**config.mk**
```make
export PLATFORM = sky130hd
export DESIGN_NAME = seq_mul_unit
export DESIGN_NICKNAME = d
export VERILOG_FILES = /design/src/rtl/seq_mul_unit.sv
export SDC_FILE = /design/constraint.sdc
export NUM_CORES = 1
export LEC_CHECK = 0
export BUFFER_PORTS_ARGS = -buffer_cell sky130_fd_sc_hd__buf_4
export CORE_MARGIN = 2
export CORE_UTILIZATION = 60
export CTS_CLUSTER_DIAMETER = 200
export DETAILED_ROUTE_END_ITERATION = 16
export PLACE_DENSITY = 0.81
export SYNTH_ARGS = -nofsm -noshare
export SYNTH_HDL_FRONTEND = slang
export SYNTH_SLANG_ARGS = --single-unit
export TNS_END_PERCENT = 1
```
**constraint.sdc**
```tcl
create_clock -name clk -period 3.9 [get_ports clk]
set_clock_uncertainty 0.2 [all_clocks]
set_input_delay 0.39 -clock clk [delete_from_list [all_inputs] [get_ports clk]]
set_output_delay 0.39 -clock clk [all_outputs]
set_load 0.01 [all_outputs]
```
**src/rtl/seq_mul_unit.sv**
```systemverilog
// Radix-2 shift-and-add RV32M multiplier (MUL/MULH/MULHSU/MULHU), one partial product per clock.
// Optional macro SEQ_MUL_ZERO_BYPASS_EN: zero operands finish in one clock instead of 33.

module full_adder_32bit (
    input  logic [31:0] a,
    input  logic [31:0] b,
    input  logic        cin,
    output logic [31:0] sum,
    output logic        cout
);
    assign {cout, sum} = {1'b0, a} + {1'b0, b} + {32'b0, cin};
endmodule

module seq_mul_unit #(
    parameter int XLEN = 32
) (
    input  logic            clk,
    input  logic            rst,
    input  logic            start,
    input  logic [1:0]      op,
    input  logic [XLEN-1:0] rs1,
    input  logic [XLEN-1:0] rs2,
    output logic            busy,
    output logic            done,
    output logic [XLEN-1:0] result
);
    typedef enum logic [1:0] {
        IDLE = 2'd0,
        RUN  = 2'd1,
        FIX  = 2'd2
    } state_t;

    localparam logic [1:0] OP_MUL    = 2'b00;
    localparam logic [1:0] OP_MULH   = 2'b01;
    localparam logic [1:0] OP_MULHSU = 2'b10;

    state_t            state;
    state_t            state_next;
    logic [4:0]        count;
    logic [1:0]        op_q;
    logic [XLEN-1:0]   mcand;
    logic [XLEN-1:0]   mplier;
    logic [XLEN-1:0]   acc_hi;
    logic              neg_flag;

    logic              a_neg;
    logic              b_neg;
    logic [XLEN-1:0]   abs_a;
    logic [XLEN-1:0]   abs_b;
    logic              zero_op;
    logic [XLEN-1:0]   add_b;
    logic [XLEN-1:0]   add_sum;
    logic              add_cout;
    logic [2*XLEN-1:0] prod_raw;
    logic [2*XLEN-1:0] prod;

    // Sign of an operand only matters where the opcode treats it as signed.
    assign a_neg = ((op == OP_MULH) || (op == OP_MULHSU)) && rs1[XLEN-1];
    assign b_neg = (op == OP_MULH) && rs2[XLEN-1];
    assign abs_a = a_neg ? (~rs1 + 1'b1) : rs1;
    assign abs_b = b_neg ? (~rs2 + 1'b1) : rs2;

`ifdef SEQ_MUL_ZERO_BYPASS_EN
    assign zero_op = (rs1 == '0) || (rs2 == '0);
`else
    assign zero_op = 1'b0;
`endif

    assign add_b = mplier[0] ? mcand : '0;

    full_adder_32bit u_adder (
        .a    (acc_hi),
        .b    (add_b),
        .cin  (1'b0),
        .sum  (add_sum),
        .cout (add_cout)
    );

    assign prod_raw = {acc_hi, mplier};
    assign prod     = neg_flag ? (~prod_raw + 1'b1) : prod_raw;

    always_ff @(posedge clk) begin
        if (rst) begin
            state <= IDLE;
        end else begin
            state <= state_next;
        end
    end

    always_comb begin
        state_next = state;
        busy       = (state != IDLE);
        case (state)
            IDLE: begin
                if (start) begin
                    state_next = zero_op ? FIX : RUN;
                end
            end
            RUN: begin
                if (count == 5'd31) begin
                    state_next = FIX;
                end
            end
            FIX:     state_next = IDLE;
            default: state_next = IDLE;
        endcase
    end

    // A bypassed zero operation enters FIX with a cleared accumulator, so FIX emits 0.
    always_ff @(posedge clk) begin
        if (rst) begin
            count    <= '0;
            op_q     <= '0;
            mcand    <= '0;
            mplier   <= '0;
            acc_hi   <= '0;
            neg_flag <= 1'b0;
            result   <= '0;
            done     <= 1'b0;
        end else begin
            done <= 1'b0;
            case (state)
                IDLE: begin
                    if (start) begin
                        op_q     <= op;
                        mcand    <= abs_a;
                        mplier   <= zero_op ? '0 : abs_b;
                        acc_hi   <= '0;
                        neg_flag <= zero_op ? 1'b0 : (a_neg ^ b_neg);
                        count    <= '0;
                    end
                end
                RUN: begin
                    {acc_hi, mplier} <= {add_cout, add_sum, mplier[XLEN-1:1]};
                    count            <= count + 5'd1;
                end
                FIX: begin
                    result <= (op_q == OP_MUL) ? prod[XLEN-1:0] : prod[2*XLEN-1:XLEN];
                    done   <= 1'b1;
                end
                default: ;
            endcase
        end
    end
endmodule
```
Word level (Yosys, flattened, before mapping)

Index checks and enable logic that the tools add are counted.

Register bits: 139
Input port bits: 69
Output and inout bits: 34
Logic and storage cells: 50

Mux-type cells: 15
Add/subtract/negate cells: 5
Bitwise operators: 4
Equality and inequality tests: 7
Reduce and logical (&&, ||, !) cells: 10

Operators by type and width:

| operator                                             | number |
|---|---|
| two-way mux 32 bit                                   | 6 |
| one-hot mux 32 bit (2 select lines)                  | 2 |
| adder 32 x 1 -> 32 bit (second input constant)       | 2 |
| adder 64 x 1 -> 64 bit (second input constant)       | 1 |
| two-way mux 64 bit                                   | 1 |
| inverter 32 bit                                      | 2 |
| inverter 64 bit                                      | 1 |
| adder 32 x 32 -> 33 bit                              | 1 |
| one-hot mux 5 bit (2 select lines)                   | 1 |
| AND reduction 2 bit                                  | 3 |
| adder 5 x 1 -> 5 bit (second input constant)         | 1 |
| equality test 5 bit (second input constant)          | 1 |
| two-way mux 5 bit                                    | 1 |
| equality test 2 x 1 -> 1 bit (second input constant) | 2 |
| equality test 2 bit (second input constant)          | 2 |
| zero test 2 bit                                      | 2 |
| two-way mux 2 bit                                    | 2 |
| != test 2 bit (second input constant)                | 2 |
| one-hot mux 2 bit (2 select lines)                   | 1 |
| nonzero test 2 bit                                   | 2 |
| logical AND 1 bit                                    | 2 |
| logical OR 1 bit                                     | 1 |
| two-way mux 1 bit                                    | 1 |
| XOR 1 bit                                            | 1 |

Depth between registers and ports, before layout

Gate-level depths: netlist (run 1).

Depth in word-level cells: 5
Gate-level depth with buffers: 14
Depth with buffers taken out: 12

Modules after synthesis

A second synthesis (run 1) with hierarchy kept.

Cell total of the unflattened synthesis: 1,402
Area, all modules: 10,525.1 µm²

Modules (own cells, without submodules):

| module           | cells each | sequential area each (µm²) | instances | area each (µm²) |
|---|---|---|---|---|
| seq_mul_unit     | 1,143      | 2,782.7                    | 1         | 8,670.8 |
| full_adder_32bit | 259        | 0.0                        | 1         | 1,854.3 |

Worst setup path before layout (run 1)

Ideal clock, no wire load.

Path kind: reg-to-reg
From: register mplier[0]
To: register acc_hi[27]
Data arrival time: 2,883 ps
Cell stages (with the launch flop): 15
Path buffers: 2
Slack: 700 ps
Period minus slack after synthesis: 3,200 ps
Library setup time: 117 ps
Required time: 3,583 ps
Cells stage by stage: dfxtp_1 -> clkbuf_1 -> clkbuf_1 -> and2_1 -> ha_1 -> inv_1 -> fa_1 -> nor2b_1 -> o2111ai_1 -> a21oi_1 -> o311ai_0 -> a21oi_1 -> a31oi_1 -> xnor2_1 -> a22o_1

Word-level cells in the longest chain between the ends: 3

Ends and longest elaborated chain:

| what                                | line | source |
|---|---|---|
| start: declaration                  | 42   | `logic [XLEN-1:0] mplier;` |
| start signal: assignment            | 127  | `mplier <= zero_op ? '0 : abs_b;` |
| start signal: assignment            | 134  | `{acc_hi, mplier} <= {add_cout, add_sum, mplier[XLEN-1:1]};` |
| two-way mux 32 bit                  | 69   | `assign add_b = mplier[0] ? mcand : '0;` |
| adder 32 x 32 -> 33 bit             | 11   | `assign {cout, sum} = {1'b0, a} + {1'b0, b} + {32'b0, cin};` |
| one-hot mux 32 bit (2 select lines) | 122  | `case (state)` |
| end signal: assignment              | 134  |  |
| end: declaration                    | 43   | `logic [XLEN-1:0] acc_hi;` |

No other way between the ends.
A chain may end at the register's enable or synchronous reset.

Final worst setup path (run 1)

From: register mplier[0]
To: register acc_hi[25]

The elaborated chain is that of the path after synthesis.

==> qor.csv, run 1 <==
stage;metric;value;unit
die;Die Height;133;µm
die;site row count;47;
timing;Worst Tran Pin Value;1230;ps
clock_tree;CTS Buf Count;17;
clock_tree;clk buf depth;2;
synth;post-synth top area cell;dfxtp_1;
placement;number of port buffers;102;
die;Top Ports;103;
hold_path;hold crit path type;in2reg;
clock_tree;Skew-Pair Late Insertion Delay;430;ps
synth;share of the yosys chip area belonging to registers;27.9;%
clock_tree;clock sinks;139;
drt;vias per cell;6.35;
synth;share of the synthesized area in the top cell type;27.9;%
timing;final setup fails;0;
global_route;initial antenna violation count;0;
power_and_ir_drop;LEAKAGE;4.65;nW
critical_path;critical path launch point type;flip-flop;
critical_path;Required @ worst endpoint;4020;ps
timing;fin worst setup slack;387;ps
critical_path;Setup crit end;acc_hi[25];
timing;Fmax;0.285;GHz
critical_path;Critical-path top delay cell;o41ai_1;
synth;syn avg cell area;7.63;µm²
placement;Setup WS pre-CTS;488;ps
finish;synth-to-layout area growth;14.5;%
critical_path;R2R cell count;10;
synth;number of synthesized flops with an enable pin;0;
timing;Slew Viols, Final;0;
synth;post-synth cell types;67;
synth;Post-synth top flop;dfxtp_1;
critical_path;crit path DAT;3630;ps
drt;vias;10073;
clock_tree;# resized after CTS;0;
critical_path;peak per-stage delay on the critical path;590;ps
critical_path;CP endpoint kind;flip-flop;
die;Die ar.;17600;µm²
critical_path;r2r endpoint;acc_hi[25];
placement;Routability Congestion;0.935;
drt;DR iter-0 viols;1115;
finish;share of cells above drive strength 1;12.7;%
clock_tree;CTS tree;done;
timing;Slew headroom;17.8;%
placement;DPL Wire Length;21200;µm
finish;FILL cells;1393;
die;core area;16400;µm²
clock_tree;H-tree depth;4;
finish;Core Util, Final;69.5;%
drt;post-DR wirelength/cell;18.0;µm
timing;Final min period;3510;ps
critical_path;CP Max Fanout;32;
global_route;number of global-route vias before repair;9105;
global_route;first-pass GRT wire length;46300;µm
timing;final hold vios;0;
synth;Yosys reg bits;139;
drt;Final ANT Viol Nets;0;
synth;Cell Area, Synth;9960;µm²
global_route;GRT Total Usage;32.2;%
finish;commonest non-fill, non-tap cell in the layout;dfxtp_1;
clock_tree;CTS Root Cell;clkbuf_16;
timing;crit share post-route;90.1;%
synth;ys async rst share;0;%
power_and_ir_drop;PwrDens;348;nW/µm²
power_and_ir_drop;peak supply drop;0.000324;V
global_route;largest net degree at the start of global routing;65;
synth;synthesized net count;1414;
timing;Hold Slack;20.8;ps
die;Die W;133;µm
clock_tree;setup bufs post-CTS;0;
critical_path;reg2reg start;mplier[0];
critical_path;worst setup path startpoint;mplier[0];
drt;DR pass1 iterations;5;
timing;RSZ-0062 raised after global routing;false;
outcome;status;finished clean;
synth;Synth warnings;0;
critical_path;critical setup path kind;reg2reg;
finish;Total Nets Final;1462;
run;max cap viols;0;
synth;Synth area leaders;dfxtp_1, a21oi_1, xor2_1, xnor2_1, nand2_1;
global_route;grt ovf;0;
finish;# diodes;0;
critical_path;CP cell instances;buf_4, and2_1, ha_1, nor2b_1, o2111ai_1, a21oi_1, o41ai_1, a21oi_1, or3_1, a32o_1;
clock_tree;clock-pin slew on the worst setup and hold paths;60;ps
die;effective utilization at floorplan;60.7;%
finish;most frequent cells in the layout;dfxtp_1, nand2_1, buf_4;
critical_path;CP dominant cell by count;a21oi_1;
clock_tree;hold_buf cts;0;
timing;Total Neg Setup Slack;0;ps
drt;DRC Markers;0;
critical_path;flop-to-flop setup slack;390;ps
synth;Syn Inst Count;1306;
drt;final wirelength;28600;µm
## report_power, final
part | switching, W | internal [W] | total (W)
logic | 0.000455 | 0.000297 | 0.000751
registers | 0.0000884 | 0.00148 | 0.00157
clock network | 0.000647 | 0.000997 | 0.00164
## critical path, delay by kind of cell, from the launching register on
| kind | cells | cell delay [ps] |
|---|---|---|
| buffers and inverters | 1 | 300 |
| AO/OA/AOI/OAI | 5 | 1490 |
| AND/OR/NAND/NOR | 3 | 740 |
| adder cells (fa/ha/maj) | 1 | 260 |
| flip-flops | 1 | 400 |
## layout make-up
| type | count | area (µm²) | share of cell area [%] |
|---|---|---|---|
| multi-input combinational | 1051 | 6740 | 59.1 |
| clock buffer | 20 | 467 | 4.09 |
| clock inverter | 12 | 139 | 1.22 |
| timing repair buffer | 122 | 916 | 8.03 |
| sequential | 139 | 2780 | 24.4 |
| tap | 220 | 275 | 2.41 |
| inverter | 23 | 86.3 | 0.757 |
## cells by family after synthesis
family / Yosys count / synth area share (%)
compound gates: 411 / 27.3
xor+xnor: 118 / 10.4
fa+ha+maj: 39 / 4.97
buf+inv: 116 / 4.56
flops: 139 / 27.9
mux: 6 / 0.603
simple gates: 477 / 24.3
## cells in the mapped netlist (27+ instances only)
library cell	n
dfxtp_1	139
nand2_1	132
a21oi_1	121
nor2_1	112
clkbuf_1	80
o21ai_0	63
xor2_1	61
xnor2_1	57
ha_1	38
nor3_1	38
and2_1	37
a211oi_1	35
a22oi_1	31
nand3_1	31
a22o_1	27
## state kept, by name, indices dropped and copies added (netlist names)
register / count
state: 2
done: 1
acc_hi: 32
mcand: 32
count: 5
neg_flag: 1
mplier: 32
op_q: 2
result: 32
## metrics by stage
| step | instance area [µm²] | cells | total power [W] |
|---|---|---|---|
| 6_report | 11400 | 1587 | 0.00397 |
| 5_1_grt | 11400 | 1587 | 0.00412 |
| 4_1_cts | 11400 | 1587 | 0.00396 |
| 3_5_place_dp | 10800 | 1555 | 0.00233 |
| 3_3_place_gp | 10800 | 1555 | 0.00232 |
| 2_1_floorplan | 9960 | 1306 | 0.00210 |
## layer usage
metal / share of wire (%) / global-route usage [%] / vias up
li1: - / - / 4869
met1: 46 / 45.4 / 4739
met2: 44 / 49.9 / 401
met3: 7.3 / 5.59 / 64
met4: 2.8 / 10.8 / 0
met5: 0 / 0 / -
## worst min path at each step
stage	from	end	slack [ps]	cells past startpoint
2_1_floorplan	mcand[0]	mcand[0]	230	2
3_3_place_gp	result[12]	result[12]	240	1
3_5_place_dp	mcand[31]	mcand[31]	250	2
4_1_cts	op[1]	op_q[1]	20	3
5_1_grt	op[0]	op_q[0]	40	3
6_report	op[0]	op_q[0]	20	3
Note: power is estimated with default switching activity, not from simulation.
==> inputs of run 2 (changes only) <==
Clock period 3.9 ns to 3.27 ns, I/O delays scaled along.
==> run 2 against run 1 <==
- flip-flop and latch count did not move
- worst hold slack got worse by 20 ps
- clock power rose by 13%
- fmax rose by 13%
- critical endpoint is now result[6]
- largest power group unchanged
- critical path depth rose by 1
- die area did not move
- via count rose by 3.8%
- first-iteration DRC count rose by 2.0%
- sequential share of layout area fell by 1.3 points
- combinational power rose by 33%
==> qor.csv, run 2 (synthesized netlist as in run 1, its figures left out) <==
stage;metric;value;unit
outcome;status;finished clean;
critical_path;crit path DAT;3220;ps
finish;synth-to-layout area growth;20.9;%
timing;crit share post-route;95.2;%
drt;DRC Markers;0;
placement;Routability Congestion;0.948;
die;site row count;47;
clock_tree;setup bufs post-CTS;0;
placement;number of port buffers;102;
clock_tree;Skew-Pair Late Insertion Delay;440;ps
drt;DR pass1 iterations;7;
finish;Total Nets Final;1538;
finish;Post-Layout Cell Count;1663;
timing;Total Neg Setup Slack;0;ps
critical_path;r2r endpoint;result[6];
finish;most frequent cells in the layout;buf_4, dfxtp_1, nand2_1;
power_and_ir_drop;Clock power frac;39.5;%
timing;RSZ-0062 raised after global routing;true;
die;Die ar.;17600;µm²
critical_path;reg2reg start;mplier[0];
clock_tree;clock sinks;139;
critical_path;CP endpoint kind;flip-flop;
clock_tree;CTS Buf Count;17;
power_and_ir_drop;Int Pwr;0.00324;W
run;max cap viols;0;
drt;vias per cell;6.28;
global_route;number of global-route vias before repair;9605;
power_and_ir_drop;LEAKAGE;5.03;nW
placement;dpl cells;1616;
power_and_ir_drop;Sw Pwr;0.00148;W
finish;FILL cells;1305;
global_route;first-pass GRT wire length;48800;µm
timing;Slew headroom;39.8;%
clock_tree;CTS Root Cell;clkbuf_16;
global_route;initial antenna violation count;0;
hold_path;hold crit path type;in2reg;
finish;FF/Latch Area;2790;µm²
drt;DR iter-0 viols;1137;
die;Die Height;133;µm
drt;final wirelength;30000;µm
drt;Final ANT Viol Nets;0;
die;Die W;133;µm
critical_path;critical setup path kind;reg2reg;
timing;Fmax;0.321;GHz
power_and_ir_drop;PwrDens;392;nW/µm²
global_route;GRT Total Usage;33.9;%
critical_path;worst setup path startpoint;mplier[0];
clock_tree;H-tree depth;4;
clock_tree;CTS tree;done;
critical_path;critical path launch point type;flip-flop;
clock_tree;clk buf depth;2;
critical_path;CP Max Fanout;9;
timing;final setup fails;0;
finish;footprint of the multi-input gates;6780;µm²
critical_path;Setup crit end;result[6];
finish;commonest non-fill, non-tap cell in the layout;buf_4;
drt;post-DR wirelength/cell;18.0;µm
finish;# diodes;0;
power_and_ir_drop;sequential share of power;39.2;%
timing;final hold vios;0;
global_route;grt ovf;0;
power_and_ir_drop;Comb pwr share;21.3;%
finish;share of cells above drive strength 1;16.8;%
critical_path;flop-to-flop setup slack;160;ps
clock_tree;clock-pin slew on the worst setup and hold paths;60;ps
drt;vias;10451;
critical_path;Required @ worst endpoint;3380;ps
global_route;largest net degree at the start of global routing;59;
placement;DPL Wire Length;22200;µm
die;effective utilization at floorplan;60.7;%
critical_path;R2R cell count;11;
power_and_ir_drop;switch share;31.4;%
finish;Core Util, Final;73.4;%
die;core area;16400;µm²
die;Top Ports;103;
power_and_ir_drop;peak supply drop;0.000419;V
timing;Final min period;3110;ps
timing;Worst Tran Pin Value;900;ps
timing;Slew Viols, Final;0;
==> run 2: cell count changes in the layout (fill, tap and decap cells not counted), sizes merged <==
| cell | previous run | this run |
|---|---|---|
| dlygate4sd3 | 0 | 15 |
| bufinv | 2 | 1 |
| buf | 122 | 183 |
| clkinv | 5 | 9 |
| clkbuf | 20 | 17 |
==> run 2: power groups by stage <==
stage / Sequential, W / Clock (W) / Combinational [W]
floorplan: 0.00186 / 0 / 0.000645
global placement: 0.00188 / 0 / 0.000942
detailed placement: 0.00188 / 0 / 0.000955
CTS: 0.00185 / 0.00187 / 0.000979
global route: 0.00186 / 0.00193 / 0.00110
finish: 0.00185 / 0.00186 / 0.00100
==> run 2: through the flow <==
stage,setup slack [ps],hold WS (ps),power (W),cell area [µm²]
global route,-46.6,17.9,0.00489,12000
finish,157,0.446,0.00472,12000
CTS,10.1,1.36,0.00470,12000
detailed placement,-53.4,246,0.00284,11300
global placement,21.0,237,0.00282,11300
floorplan,70.1,232,0.00250,9960
==> run 2: layer usage <==
layer,wire [µm],part of all wire [%],track usage [%]
met3,2420,8.1,7.43
met2,13500,45,53.6
met1,13300,44,46.3
met4,707,2.4,10.3
met5,0,0,0
==> run 2: how the worst min path moves through the flow <==
stage / startpoint / to / slack, ps / cells past startpoint
finish: rs2[5] / mplier[5] / 0.4 / 4
global route: rs1[29] / mcand[29] / 20 / 3
CTS: rs1[31] / mcand[31] / 1 / 3
detailed placement: result[9] / result[9] / 250 / 2
global placement: result[30] / result[30] / 240 / 2
floorplan: mcand[0] / mcand[0] / 230 / 2
==> run 2: cell type report <==
type                            count  area share [%]
Inverter                           23           0.717
Timing Repair Buffer              198            12.8
Multi-Input combinational cell   1051            56.3
Clock buffer                       17            3.53
Clock inverter                     15            1.20
Sequential cell                   139            23.1
Tap cell                          220            2.29
==> run 2: critical path, cell delays in order (launching register included) <==
cell      delay [ps]
dfxtp_2          360
inv_1            120
ha_1             200
nor3b_2          240
nand3_1          130
buf_4            190
or3_1            390
nand2b_1         320
o31ai_1          320
xnor2_1           90
o211ai_1         300
a21oi_1          100
==> run 2: timing repair <==
item                                    CTS  global route
gates resized for setup                   1            11
endpoints found under the hold margin    15             0
hold buffers                             15             0
endpoints found under the setup margin    2            26
pin swaps                                 0             0
